### config.mk
export PLATFORM = sky130hd
export DESIGN_NAME = ldtu_readout_sequencer_flat
export DESIGN_NICKNAME = d
export VERILOG_FILES = /design/src/rtl/ldtu_readout_sequencer_if.sv /design/src/rtl/ldtu_readout_sequencer.sv /design/src/flat_wrapper.sv
export SDC_FILE = /design/constraint.sdc
export NUM_CORES = 1
export LEC_CHECK = 0
export CAP_MARGIN = 30
export CORE_ASPECT_RATIO = 1.1
export CORE_MARGIN = 5
export CORE_UTILIZATION = 37
export DETAILED_ROUTE_END_ITERATION = 10
export DONT_BUFFER_PORTS = 1
export SLEW_MARGIN = 20
export SYNTH_ARGS = -nofsm -noshare
export SYNTH_HDL_FRONTEND = slang
export SYNTH_SLANG_ARGS = --single-unit
### constraint.sdc
create_clock -name CLK -period 2.23 [get_ports CLK]
set_input_delay 0.446 -clock CLK [delete_from_list [all_inputs] [get_ports CLK]]
set_output_delay 0.446 -clock CLK [all_outputs]
set_load 0.03 [all_outputs]
### src/rtl/ldtu_readout_sequencer_if.sv
// Handshake and data bundle between the readout sequencer, the output FIFO,
// the ATU test-data source and the serializer lanes.
interface ldtu_readout_sequencer_if #(
  parameter int unsigned Nbits_32 = 32
);
  logic                CALIBRATION_BUSY;
  logic                TEST_ENABLE;
  logic                handshake;
  logic                fifo_empty;
  logic [Nbits_32-1:0] DATA32_DTU;
  logic [Nbits_32-1:0] DATA32_ATU;
  logic                read_signal;
  logic                dp_reset;
  logic                atu_sel;
  logic [Nbits_32-1:0] DATA32_OUT;
  logic [2:0]          state_out;
  logic                drain_lost;

  // Environment side: mode requests, FIFO and ATU sources, serializer sink.
  modport master (
    output CALIBRATION_BUSY, TEST_ENABLE, handshake, fifo_empty, DATA32_DTU, DATA32_ATU,
    input  read_signal, dp_reset, atu_sel, DATA32_OUT, state_out, drain_lost
  );

  // Sequencer side.
  modport slave (
    input  CALIBRATION_BUSY, TEST_ENABLE, handshake, fifo_empty, DATA32_DTU, DATA32_ATU,
    output read_signal, dp_reset, atu_sel, DATA32_OUT, state_out, drain_lost
  );
endinterface

### src/rtl/ldtu_readout_sequencer.sv
// LiTE-DTU readout sequencer: moves the readout path between sync, DTU readout,
// calibration blanking and ATU test passthrough, and picks the serializer word.
module ldtu_readout_sequencer #(
  parameter int unsigned         Nbits_32  = 32,
  parameter logic [Nbits_32-1:0] SYNC_WORD = 32'hEAAAAAAA,
  parameter logic [Nbits_32-1:0] IDLE_WORD = 32'hE0000000,
  parameter int unsigned         RST_HOLD  = 8,
  parameter int unsigned         DRAIN_MAX = 64
) (
  input logic                     CLK,
  input logic                     RST,
  ldtu_readout_sequencer_if.slave bus
);

  typedef enum logic [2:0] {
    ST_SYNC    = 3'd0,
    ST_RUN     = 3'd1,
    ST_DRAIN   = 3'd2,
    ST_CALIB   = 3'd3,
    ST_TEST    = 3'd4,
    ST_RELEASE = 3'd5
  } state_t;

  localparam logic [7:0] DRAIN_LAST = 8'(DRAIN_MAX - 1);
  localparam logic [7:0] HOLD_LAST  = 8'(RST_HOLD - 1);

  state_t              state;
  state_t              next_state;
  logic [7:0]          drain_cnt;
  logic [7:0]          hold_cnt;
  logic                drain_to_test;
  logic                drain_timeout;
  logic                rd_d;
  logic                dp_reset_q;
  logic                atu_sel_q;
  logic                drain_lost_q;
  logic [Nbits_32-1:0] data_out_q;
  logic [Nbits_32-1:0] pattern;

  assign bus.read_signal = ((state == ST_RUN) || (state == ST_DRAIN)) && !bus.fifo_empty;
  assign drain_timeout   = (drain_cnt == DRAIN_LAST);

  assign bus.state_out  = state;
  assign bus.dp_reset   = dp_reset_q;
  assign bus.atu_sel    = atu_sel_q;
  assign bus.drain_lost = drain_lost_q;
  assign bus.DATA32_OUT = data_out_q;

  always_comb begin
    // NOTE: every always_comb output gets a default first so no path leaves it
    // unassigned, which would otherwise infer a latch.
    pattern = IDLE_WORD;
    if (state == ST_SYNC)      pattern = SYNC_WORD;
    else if (state == ST_TEST) pattern = bus.DATA32_ATU;
  end

  always_comb begin
    next_state = state;
    unique case (state)
      ST_SYNC: begin
        if (bus.CALIBRATION_BUSY) next_state = ST_CALIB;
        else if (bus.TEST_ENABLE) next_state = ST_TEST;
        else if (bus.handshake)   next_state = ST_RUN;
      end
      ST_RUN: begin
        if (bus.CALIBRATION_BUSY || bus.TEST_ENABLE) next_state = ST_DRAIN;
      end
      ST_DRAIN: begin
        // A calibration request overrides a pending test target mid-drain.
        if (bus.fifo_empty || drain_timeout)
          next_state = (bus.CALIBRATION_BUSY || !drain_to_test) ? ST_CALIB : ST_TEST;
      end
      ST_CALIB: begin
        if (!bus.CALIBRATION_BUSY) next_state = ST_RELEASE;
      end
      ST_TEST: begin
        if (bus.CALIBRATION_BUSY) next_state = ST_CALIB;
        else if (!bus.TEST_ENABLE) next_state = ST_RELEASE;
      end
      ST_RELEASE: begin
        if (bus.CALIBRATION_BUSY)     next_state = ST_CALIB;
        else if (bus.TEST_ENABLE)     next_state = ST_TEST;
        else if (hold_cnt == HOLD_LAST) next_state = ST_SYNC;
      end
      default: next_state = ST_SYNC;
    endcase
  end

  // NOTE: all state below uses non-blocking assignments so every register
  // samples the pre-edge values, independent of statement order.
  always_ff @(posedge CLK) begin
    if (!RST) begin
      state         <= ST_SYNC;
      drain_cnt     <= '0;
      hold_cnt      <= '0;
      drain_to_test <= 1'b0;
      rd_d          <= 1'b0;
      dp_reset_q    <= 1'b1;
      atu_sel_q     <= 1'b0;
      drain_lost_q  <= 1'b0;
      data_out_q    <= SYNC_WORD;
    end else begin
      state     <= next_state;
      drain_cnt <= (state == ST_DRAIN && next_state == ST_DRAIN) ? drain_cnt + 8'd1 : 8'd0;
      hold_cnt  <= (state == ST_RELEASE && next_state == ST_RELEASE) ? hold_cnt + 8'd1 : 8'd0;
      if (state == ST_RUN)
        drain_to_test <= bus.TEST_ENABLE && !bus.CALIBRATION_BUSY;
      else if (state == ST_DRAIN && bus.CALIBRATION_BUSY)
        drain_to_test <= 1'b0;
      rd_d       <= bus.read_signal;
      // Registered from next-state so the datapath reset tracks the new mode edge-aligned.
      dp_reset_q <= (next_state == ST_CALIB) || (next_state == ST_TEST) || (next_state == ST_RELEASE);
      atu_sel_q  <= (next_state == ST_TEST);
      data_out_q <= rd_d ? bus.DATA32_DTU : pattern;
      if (state == ST_DRAIN && drain_timeout && !bus.fifo_empty)
        drain_lost_q <= 1'b1;
    end
  end

endmodule

### src/flat_wrapper.sv
// flat-port wrapper written by rule: the top's interface ports become plain ports
module ldtu_readout_sequencer_flat 
#(
  parameter int unsigned         Nbits_32  = 32,
  parameter logic [Nbits_32-1:0] SYNC_WORD = 32'hEAAAAAAA,
  parameter logic [Nbits_32-1:0] IDLE_WORD = 32'hE0000000,
  parameter int unsigned         RST_HOLD  = 8,
  parameter int unsigned         DRAIN_MAX = 64
)
  (CLK, RST, bus_CALIBRATION_BUSY, bus_TEST_ENABLE, bus_handshake, bus_fifo_empty, bus_DATA32_DTU, bus_DATA32_ATU, bus_read_signal, bus_dp_reset, bus_atu_sel, bus_DATA32_OUT, bus_state_out, bus_drain_lost);
  ldtu_readout_sequencer_if #(.Nbits_32(Nbits_32)) bus_i ();
  input logic CLK;
  input logic RST;
  input wire logic [$bits(bus_i.CALIBRATION_BUSY)-1:0] bus_CALIBRATION_BUSY;
  input wire logic [$bits(bus_i.TEST_ENABLE)-1:0] bus_TEST_ENABLE;
  input wire logic [$bits(bus_i.handshake)-1:0] bus_handshake;
  input wire logic [$bits(bus_i.fifo_empty)-1:0] bus_fifo_empty;
  input wire logic [$bits(bus_i.DATA32_DTU)-1:0] bus_DATA32_DTU;
  input wire logic [$bits(bus_i.DATA32_ATU)-1:0] bus_DATA32_ATU;
  output wire logic [$bits(bus_i.read_signal)-1:0] bus_read_signal;
  output wire logic [$bits(bus_i.dp_reset)-1:0] bus_dp_reset;
  output wire logic [$bits(bus_i.atu_sel)-1:0] bus_atu_sel;
  output wire logic [$bits(bus_i.DATA32_OUT)-1:0] bus_DATA32_OUT;
  output wire logic [$bits(bus_i.state_out)-1:0] bus_state_out;
  output wire logic [$bits(bus_i.drain_lost)-1:0] bus_drain_lost;
  assign bus_i.CALIBRATION_BUSY = bus_CALIBRATION_BUSY;
  assign bus_i.TEST_ENABLE = bus_TEST_ENABLE;
  assign bus_i.handshake = bus_handshake;
  assign bus_i.fifo_empty = bus_fifo_empty;
  assign bus_i.DATA32_DTU = bus_DATA32_DTU;
  assign bus_i.DATA32_ATU = bus_DATA32_ATU;
  assign bus_read_signal = bus_i.read_signal;
  assign bus_dp_reset = bus_i.dp_reset;
  assign bus_atu_sel = bus_i.atu_sel;
  assign bus_DATA32_OUT = bus_i.DATA32_OUT;
  assign bus_state_out = bus_i.state_out;
  assign bus_drain_lost = bus_i.drain_lost;
  ldtu_readout_sequencer #(.Nbits_32(Nbits_32), .SYNC_WORD(SYNC_WORD), .IDLE_WORD(IDLE_WORD), .RST_HOLD(RST_HOLD), .DRAIN_MAX(DRAIN_MAX)) u_core (.CLK(CLK), .RST(RST), .bus(bus_i));
endmodule
==> metrics.md <==
| Metric | Value |
|---|---|
| Most common cell after layout, fill and taps aside | `dfxtp_1` |
| Critical Path AT | `1.43 ns` |
| Antenna violations before repair | `0` |
| Vias in the first global route | `1,778` |
| Fmax | `0.5327 GHz` |
| Worst Setup End Kind | `primary output` |
| RSZ-0062 raised after global routing | `no` |
| Area of the multi-input gates | `1052 µm²` |
| Mapped Cells | `253` |
| PwrDens | `856.5 nW/µm²` |
| Hold_buf cts | `0` |
| Unique cell type count in the Yosys netlist | `45` |
| Clock Pin Slew Worst Setup and Hold Paths | `0.10 ns` |
| Crit share post-route | `84.19%` |
| Setup TNS | `0 ns` |
| CTS tree | `yes` |
| Total I/O pin count | `109` |
| Area growth from synthesis to layout | `7.371%` |
| Data required, critical path | `1.78 ns` |
| Final hold viol count | `0` |
| Slew headroom | `47.40%` |
| First-pass GRT wire length | `8769 µm` |
| Post-synth ARST share | `0%` |
| Total global-route track usage | `13.85%` |
| Routability cong. | `0.8269` |
| Hold crit path type | `input pin to register` |
| Clk_lat worst skew | `0.31 ns` |
| Clk sinks | `56` |
| Number of flops mapped to enable cells by yosys | `0` |
| Sequential share of the synthesized area | `49.28%` |
| Slew @ Worst Pin | `0.7886 ns` |
| Leakage | `0.8331 nW` |
| Antenna Cells | `0` |
| WL final | `5378 µm` |
| CORE AREA | `6081 µm²` |
| CTS root buf | `clkbuf_8` |
| Fillers | `631` |
| Via count | `1,793` |
| Commonest register cell after synthesis | `dfxtp_1` |
| Post-CTS setup buffers | `0` |
| Placed Area | `2352 µm²` |
| Period minus WS final | `1.877 ns` |
| Total grt overflow | `0` |
| Crit-path max FO | `12` |
| Slew Limit Fails | `0` |
| Final core occ | `40.16%` |
| Synthesized area | `2275 µm²` |
| Max Cap Violations | `0` |
| ANT nets after route | `0` |
| Sequential standard cell area | `1121 µm²` |
| Number of port buffers | `0` |
| Average cell area after synthesis | `8.991 µm²` |
| Power, Total | `0.002092 W` |
| Number of buffers created by CTS | `5` |
| Die area | `7818 µm²` |
| Status | `finished, final reports clean` |
| Cells resized by post-CTS repair | `0` |
| Share of cells above drive strength 1 | `8.730%` |
| Final net count | `323` |
| DRC viols | `0` |
| H-tree levels | `2` |
| DPL Wire Length | `4048 µm` |
| DR WL/cell | `16.20 µm` |
| Min Hold Slack | `0.2015 ns` |
| DR pass1 iterations | `4` |
| Worst vdd ir | `0.3801 mV` |
| Most frequent cells in the layout | `dfxtp_1, nor2_1, nand2_1, nand3_1, o21ai_0` |
| Reg2reg setup slack | `0.35 ns` |
| Starting Density | `37.41%` |
| DR iter-0 viols | `49` |
| Std cell rows | `30` |
| Setup CP Type | `register to primary output` |
| Syn nets | `325` |
| Critical Path Start Type | `register` |
| Drt via density | `5.401` |
| Die W | `84.76 µm` |
| Largest net degree at the start of global routing | `31` |
| Clk buf depth | `2` |
| Syn. warnings | `0` |
| Clk_skew | `0.01286 ns` |
| Setup violations, final | `0` |
| Die height | `92.24 µm` |
| Synthesized flop and latch total | `56` |
| Final Cell Area | `2442 µm²` |
[where the power goes]
part	switching (W)	internal (W)
sequential	0.000178	0.00108
combinational	0.000174	0.000115
clock	0.000325	0.000224
total	0.000678	0.00141
[cell usage after synthesis, types with 2 or more instances]
library cell / instances / area (µm²)
o22ai_1: 3 / 18.77
nand3_1: 20 / 100.1
and2_1: 2 / 12.51
nand2b_1: 3 / 18.77
nor3_1: 5 / 25.02
and3_1: 3 / 18.77
ha_1: 2 / 25.02
a22oi_1: 15 / 112.6
nor2_1: 29 / 108.9
o21ai_0: 16 / 80.08
dfxtp_1: 56 / 1121
a21oi_1: 7 / 35.03
buf_4: 3 / 22.52
a211oi_1: 6 / 45.04
clkbuf_1: 9 / 33.78
nand2_1: 24 / 90.09
or3_1: 2 / 12.51
buf_2: 3 / 15.01
o32a_1: 2 / 20.02
xnor2_1: 4 / 35.03
nor3b_1: 2 / 15.01
xor2_1: 8 / 70.07
inv_1: 7 / 26.28
[state kept, by name, summed over array words and instances, names as in the netlist]
signal	flops
u_core.bus.state_out	3
u_core.bus.atu_sel	1
u_core.bus.DATA32_OUT	32
u_core.drain_cnt	8
u_core.bus.drain_lost	1
u_core.drain_to_test	1
u_core.hold_cnt	8
u_core.bus.dp_reset	1
u_core.rd_d	1
[worst max-delay path: stages, from the launching register on]
cell and delay, ns:
dfxtp_1 0.54, nand2b_1 0.12, a211oi_1 0.27, buf_4 0.21
[cell families (layout without fill, tap and decap cells)]
logic type	after synthesis	in the layout	synth area share, %
xor gates and xnor gates	12	12	4.620
adders and majority gates	2	2	1.100
AOI/OAI and AO/OA	60	60	19.14
and+or+nand+nor	100	100	21.40
buffers and inverters	23	22	4.455
DFF	56	56	49.29
[worst paths after layout]
kind | startpoint | depth (start not counted) | endpoint
max | u_core.bus.state_out[1] | 3 | bus_read_signal
min | RST | 1 | u_core.bus.DATA32_OUT[30]
min reg2reg | u_core.hold_cnt[0] | 1 | u_core.hold_cnt[0]
max reg2reg | u_core.drain_cnt[0] | 5 | u_core.drain_cnt[6]
[routing by layer]
metal / up-vias / track usage [%] / wire length [µm]
li1: 889 / - / -
met1: 837 / 15.36 / 2093
met2: 61 / 23.83 / 2736
met3: 6 / 5.660 / 466
met4: 0 / 4.749 / 82
met5: - / 0 / 0
[through the flow]
step | worst slack (ns) | cells
final | 0.3527 | 332
after global routing | 0.1416 | 332
after CTS | 0.3274 | 332
after detailed placement | 0.3875 | 324
after global placement | 0.4403 | 324
after floorplan | 0.1412 | 253
[final cells by class]
type	instances	share of cell area [%]
clock buffers	5	2.818
flip-flops and latches	56	45.90
inverters	7	1.076
multi-input cells	174	43.08
repair buffers	7	2.152
well taps	80	4.098
clock inverters	3	0.8709
No activity file was read; power rests on OpenSTA's default activity.
